===== config.mk =====
export PLATFORM = sky130hd
export DESIGN_NAME = light_sequencer
export DESIGN_NICKNAME = d
export VERILOG_FILES = /design/src/rtl/light_sequencer.sv
export SDC_FILE = /design/constraint.sdc
export NUM_CORES = 1
export LEC_CHECK = 0
export CORE_UTILIZATION = 30
export CTS_CLUSTER_DIAMETER = 50
export DETAILED_ROUTE_END_ITERATION = 12
export DONT_BUFFER_PORTS = 1
export SLEW_MARGIN = 25
export SYNTH_ARGS = -nofsm -noshare
export SYNTH_HDL_FRONTEND = slang
export SYNTH_SLANG_ARGS = --single-unit

===== constraint.sdc =====
create_clock -name clk -period 3.04 [get_ports clk]
set_clock_uncertainty 0.2 [all_clocks]
set_input_delay 0.304 -clock clk [delete_from_list [all_inputs] [get_ports clk]]
set_output_delay 0.304 -clock clk [all_outputs]
set_load 0.01 [all_outputs]

===== src/rtl/light_sequencer.sv =====
// light_sequencer
//   Drives the main-road and sub-road signal heads, the pedestrian walk
//   lamps and a remaining-seconds count from the controller's mode flags.
//   A prescaler divides clk down to a one-second tick. All phase timing is
//   counted in ticks.
//
// Parameters
//   TICK_DIV      clk cycles per one-second tick
//   MAIN_GREEN_S  base main-green seconds
//   SUB_GREEN_S   base sub-green seconds
//   YELLOW_S      yellow seconds, both roads
//   MORE_EXTRA_S  extra green seconds under busy-hour bias
//
// Ports
//   clk, Reset                 clock, synchronous active-high reset
//   Source, off_r              power present / forced off
//   pause_r                    freeze everything (prescaler included)
//   polic, star_change         police mode / night flash mode
//   online_r, *_change         forced constant lights
//   busy_r, main_more/sub_more busy-hour green extension
//   main_man, sub_man          pedestrian requests
//   main_light, sub_light      {R,Y,G} heads
//   main_walk, sub_walk        walk lamps
//   count                      seconds left in the current cycle phase
//   tick                       one-cycle pulse per second
module light_sequencer #(
  parameter int TICK_DIV     = 100_000_000,
  parameter int MAIN_GREEN_S = 30,
  parameter int SUB_GREEN_S  = 20,
  parameter int YELLOW_S     = 3,
  parameter int MORE_EXTRA_S = 10
) (
  input  logic       clk,
  input  logic       Reset,
  input  logic       Source,
  input  logic       off_r,
  input  logic       pause_r,
  input  logic       polic,
  input  logic       star_change,
  input  logic       online_r,
  input  logic       main_green_change,
  input  logic       sub_red_change,
  input  logic       main_red_change,
  input  logic       sub_green_change,
  input  logic       busy_r,
  input  logic       main_more,
  input  logic       sub_more,
  input  logic       main_man,
  input  logic       sub_man,
  output logic [2:0] main_light,
  output logic [2:0] sub_light,
  output logic       main_walk,
  output logic       sub_walk,
  output logic [7:0] count,
  output logic       tick
);

  localparam logic [2:0] ST_OFF   = 3'd0;
  localparam logic [2:0] ST_MG    = 3'd1;
  localparam logic [2:0] ST_MY    = 3'd2;
  localparam logic [2:0] ST_SG    = 3'd3;
  localparam logic [2:0] ST_SY    = 3'd4;
  localparam logic [2:0] ST_FORCE = 3'd5;
  localparam logic [2:0] ST_POL   = 3'd6;
  localparam logic [2:0] ST_NIGHT = 3'd7;

  localparam logic [2:0] L_OFF = 3'b000;
  localparam logic [2:0] L_R   = 3'b100;
  localparam logic [2:0] L_Y   = 3'b010;
  localparam logic [2:0] L_G   = 3'b001;

  localparam int PW = (TICK_DIV > 1) ? $clog2(TICK_DIV) : 1;
  localparam logic [PW-1:0] PRESC_MAX = PW'(TICK_DIV - 1);

  localparam logic [7:0] MG_BASE  = 8'(MAIN_GREEN_S);
  localparam logic [7:0] SG_BASE  = 8'(SUB_GREEN_S);
  localparam logic [7:0] YEL_DUR  = 8'(YELLOW_S);
  localparam logic [7:0] EXTRA    = 8'(MORE_EXTRA_S);

  logic [2:0]    state_reg, state_next;
  logic [7:0]    count_reg, count_next;
  logic [PW-1:0] presc_reg, presc_next, presc_step;
  logic          flash_reg, flash_next;
  logic          tick_reg, tick_next;
  logic          main_req_reg, main_req_next;
  logic          sub_req_reg, sub_req_next;
  logic [2:0]    main_light_reg, main_light_next;
  logic [2:0]    sub_light_reg, sub_light_next;
  logic          main_walk_reg, main_walk_next;
  logic          sub_walk_reg, sub_walk_next;

  logic          wrap, off_cond, hold, force_cond, cycling;
  logic [7:0]    mg_dur, sg_dur;

  always_comb begin
    wrap       = (presc_reg == PRESC_MAX);
    presc_step = wrap ? '0 : presc_reg + 1'b1;
    off_cond   = !Source || off_r;
    hold       = !off_cond && pause_r;
    force_cond = online_r | main_green_change | sub_red_change |
                 main_red_change | sub_green_change;
    cycling    = (state_reg == ST_MG) || (state_reg == ST_MY) ||
                 (state_reg == ST_SG) || (state_reg == ST_SY);
    // Green extensions are sampled at the moment the phase is loaded.
    mg_dur     = MG_BASE + ((busy_r & main_more) ? EXTRA : 8'd0);
    sg_dur     = SG_BASE + ((busy_r & sub_more) ? EXTRA : 8'd0);

    state_next      = state_reg;
    count_next      = count_reg;
    presc_next      = presc_reg;
    flash_next      = flash_reg;
    tick_next       = 1'b0;
    main_req_next   = main_req_reg;
    sub_req_next    = sub_req_reg;
    main_light_next = main_light_reg;
    sub_light_next  = sub_light_reg;
    main_walk_next  = main_walk_reg;
    sub_walk_next   = sub_walk_reg;

    if (off_cond) begin
      state_next = ST_OFF;
      count_next = 8'd0;
      presc_next = '0;
    end else if (pause_r) begin
      // Everything holds; tick stays low so no second is lost or added.
    end else begin
      presc_next = presc_step;
      tick_next  = wrap;
      if (polic) begin
        state_next = ST_POL;
        count_next = 8'd0;
      end else if (star_change) begin
        count_next = 8'd0;
        if (state_reg != ST_NIGHT) begin
          // Restart the flash cadence from a lit half-period.
          state_next = ST_NIGHT;
          flash_next = 1'b1;
          presc_next = '0;
          tick_next  = 1'b0;
        end else if (wrap) begin
          flash_next = ~flash_reg;
        end
      end else if (force_cond) begin
        state_next = ST_FORCE;
        count_next = 8'd0;
      end else if (!cycling) begin
        // Cycle always restarts at MG with a fresh second boundary.
        state_next = ST_MG;
        count_next = mg_dur;
        presc_next = '0;
        tick_next  = 1'b0;
      end else if (wrap) begin
        if (count_reg == 8'd1) begin
          case (state_reg)
            ST_MG:   begin state_next = ST_MY; count_next = YEL_DUR; end
            ST_MY:   begin state_next = ST_SG; count_next = sg_dur;  end
            ST_SG:   begin state_next = ST_SY; count_next = YEL_DUR; end
            default: begin state_next = ST_MG; count_next = mg_dur;  end
          endcase
        end else begin
          count_next = count_reg - 8'd1;
        end
      end
    end

    // A request raised on the very cycle its phase ends re-arms for next time.
    if (off_cond) begin
      main_req_next = 1'b0;
      sub_req_next  = 1'b0;
    end else begin
      main_req_next = (main_req_reg & ~((state_reg == ST_SG) && (state_next != ST_SG)))
                      | main_man;
      sub_req_next  = (sub_req_reg & ~((state_reg == ST_MG) && (state_next != ST_MG)))
                      | sub_man;
    end

    if (!hold) begin
      main_walk_next = (state_next == ST_SG) & main_req_next;
      sub_walk_next  = (state_next == ST_MG) & sub_req_next;
      case (state_next)
        ST_MG:    begin main_light_next = L_G; sub_light_next = L_R; end
        ST_MY:    begin main_light_next = L_Y; sub_light_next = L_R; end
        ST_SG:    begin main_light_next = L_R; sub_light_next = L_G; end
        ST_SY:    begin main_light_next = L_R; sub_light_next = L_Y; end
        ST_POL:   begin main_light_next = L_R; sub_light_next = L_R; end
        ST_NIGHT: begin
          main_light_next = {1'b0, flash_next, 1'b0};
          sub_light_next  = {1'b0, flash_next, 1'b0};
        end
        ST_FORCE: begin
          main_light_next = (online_r | main_green_change) ? L_G : L_R;
          sub_light_next  = sub_green_change ? L_G : L_R;
        end
        default:  begin main_light_next = L_OFF; sub_light_next = L_OFF; end
      endcase
    end
  end

  always_ff @(posedge clk) begin
    if (Reset) begin
      state_reg      <= ST_OFF;
      count_reg      <= 8'd0;
      presc_reg      <= '0;
      flash_reg      <= 1'b0;
      tick_reg       <= 1'b0;
      main_req_reg   <= 1'b0;
      sub_req_reg    <= 1'b0;
      main_light_reg <= L_OFF;
      sub_light_reg  <= L_OFF;
      main_walk_reg  <= 1'b0;
      sub_walk_reg   <= 1'b0;
    end else begin
      state_reg      <= state_next;
      count_reg      <= count_next;
      presc_reg      <= presc_next;
      flash_reg      <= flash_next;
      tick_reg       <= tick_next;
      main_req_reg   <= main_req_next;
      sub_req_reg    <= sub_req_next;
      main_light_reg <= main_light_next;
      sub_light_reg  <= sub_light_next;
      main_walk_reg  <= main_walk_next;
      sub_walk_reg   <= sub_walk_next;
    end
  end

  assign main_light = main_light_reg;
  assign sub_light  = sub_light_reg;
  assign main_walk  = main_walk_reg;
  assign sub_walk   = sub_walk_reg;
  assign count      = count_reg;
  assign tick       = tick_reg;

endmodule


==> run metrics <==
Core Util, Final=34.96%; cell internal pwr=957.4 uW; #FFs+latches synth=50; largest net degree at the start of global routing=20; GP Congestion=0.8431; Via density=5.402; # IOs=34; most common flop cell mapped by yosys=dfxtp_1; mean area per synthesized cell=7.915 um2; Area growth, synth to finish=11.94%; Seq pwr share=54.0%; Post-Syn Area=2913 um2; Detailed Route Iter0 Violations=175; Combinational Power Share=7.0%; ys async rst share=0%; Die H=100.5 um; GRT met2 Usage=25.87%; Max stage delay on crit path=0.55 ns; fin crit share=95.00%; Max transition margin=52.49%; sequential cell area fraction in the yosys report=34.36%; WP data required=3.06 ns; Tightest Pin Transition=0.7061 ns; CP top delay family=simple AND/OR/NAND/NOR gates; crit path time final=2.888 ns; endpoints failing hold=0; drt first pass iters=5; met3 usage=4.022%; Leak=1.068 nW; met1 Use GR=21.47%; share of layout cells above drive strength 1=8.995%; Worst setup SP type=flop; Synth Net Count=388; most common cell after layout, fill and taps aside=nor2_1; core area=9328 um2; Initial Util=31.23%; synth unique cells=65; Longest Clk Path Bufs=2; half-perimeter wire length after placement=5512 um; CTS root buf=clkbuf_8; CP max FO=11; first-pass GRT wire length=12940 um; area share of the largest cell type after synthesis=34.36%; Setup CP Type=reg -> reg; Synth Warn #=0; total track usage=16.30%; dominant cell type by area after synthesis=dfxtp_1; Final setup viols=0; Post-CTS Setup Bufs=0; CTS Buf Count=5; number of synthesized flops with an enable pin=0; routed len/inst=14.99 um; worst-path cell chain=ha_1, nand4_4, or4_4, nor3_4, mux2_4, or3_4, a311oi_2; initial antenna violation count=0; vias in the first global route=2640; CP arrival=2.91 ns; nets=398; Area contributors post-synth=dfxtp_1 34%, nor2_1 7.5%, xnor2_1 4.2%, a21oi_1 4.1%, nand2_1 4.1%; grt peak-use layer=met2; most frequent cells in the layout=58 x nor2_1, 50 x dfxtp_1, 32 x nand2_1; total negative setup slack=0 ns; Setup Slack @ Placement=0.1873 ns; H-tree Lvls=2; row cnt=35; FMAX=346.3 MHz; Max Slew Vio Count=0; switching share of power=22.50%; routed vias=2739; DRT antenna net count=0; Bufs and invs on worst path=0; placed cell area=3070 um2; gr ovfl total=0; Hold Path Class=in -> reg; Setup crit end kind=flop; max-cap viol count=0; max reg flops=27; pwr/cell area=378.9 nW/um2; TritonCTS clock tree=built; clk sink count=50; Routed WL=7598 um; DRC viols=0; n_diodes=0; RSZ-0062 raised after global routing=no; sw power=278.0 uW; Synth Instances=368; worst hold slack=0.02113 ns; worst skew pair latency=0.31 ns; status=finished clean; Slowest cell on crit path=or4_4; setup ws final=0.1521 ns; die area=10110 um2; Reg clk slew, reported paths=0.10 ns; Die X=100.5 um; Buffers on Ports=0; Clock Power Share=39.0%; Layout Cell Area excl Fill=3261 um2; peak supply drop=0.1729 mV
[final timing paths]
path / start / end / slack [ns] / depth (start not counted)
worst max-delay path: presc_reg[0]$_SDFFE_PP0N_ / main_light[2]$_SDFFE_PP0N_ / 0.15 / 7
worst min-delay path: pause_r / presc_reg[19]$_SDFFE_PP0N_ / 0.02 / 2
worst max register to register: presc_reg[0]$_SDFFE_PP0N_ / main_light[2]$_SDFFE_PP0N_ / 0.15 / 7
worst min register to register: presc_reg[22]$_SDFFE_PP0N_ / presc_reg[22]$_SDFFE_PP0N_ / 0.33 / 2
[layer usage]
| metal | vias to the layer above | part of all wire (%) |
|---|---|---|
| met5 | - | 0 |
| met4 | 0 | 2.3 |
| met3 | 12 | 4.6 |
| met2 | 62 | 46 |
| met1 | 1315 | 47 |
| li1 | 1350 | - |
[repair_timing]
| item | in CTS | in global routing |
|---|---|---|
| endpoints found under the hold margin | 13 | 0 |
| endpoints found under the setup margin | 0 | 3 |
| gates resized for setup | 0 | 2 |
| hold buffers | 6 | 0 |
[power groups by stage]
stage	clock network [mW]	logic (mW)	registers [mW]
2_1_floorplan	0	0.0666	0.680
3_3_place_gp	0	0.0756	0.682
3_5_place_dp	0	0.0763	0.683
4_1_cts	0.496	0.0861	0.667
5_1_grt	0.529	0.0975	0.668
6_report	0.482	0.0865	0.667
[through the flow]
step / cells / total power [mW]
floorplan: 368 / 0.7466
global placement: 494 / 0.7580
detailed placement: 494 / 0.7588
CTS: 507 / 1.249
global route: 507 / 1.295
finish: 507 / 1.235
[logic make-up (layout without fill, tap and decap cells)]
group,Yosys count,in the layout,share of synthesized area (%)
AOI/OAI and AO/OA,72,72,15.72
xor gates and xnor gates,26,26,7.818
adders and majority gates,3,3,1.289
buffers and inverters,22,32,3.995
DFF,50,50,34.36
muxes,3,3,1.203
and+or+nand+nor,192,192,35.61
[cells in the mapped netlist, types with 3 or more instances]
master and count:
nand3_1 23, nor4_1 11, a31oi_1 3, o31ai_1 3, and2_1 3, dfxtp_1 50
ha_1 3, a21oi_1 24, inv_1 8, or3_1 4, nand3b_1 3, nor2_1 58
and4_1 4, xnor2_1 14, xor2_1 12, nand2_1 32, nor3_1 12, clkbuf_1 8
nand2b_1 5, and3_1 7, nand4_1 8, o21ai_0 18
[layout make-up]
cell class | count | area (um2)
Tap cell | 129 | 161.4
Fill cell | 970 | 6067
Inverter | 8 | 30.03
Multi-Input combinational cell | 296 | 1813
Timing Repair Buffer | 17 | 142.6
Sequential cell | 50 | 1001
Clock buffer | 6 | 82.58
Clock inverter | 1 | 30.03
Power figures use the tool's default switching activity.
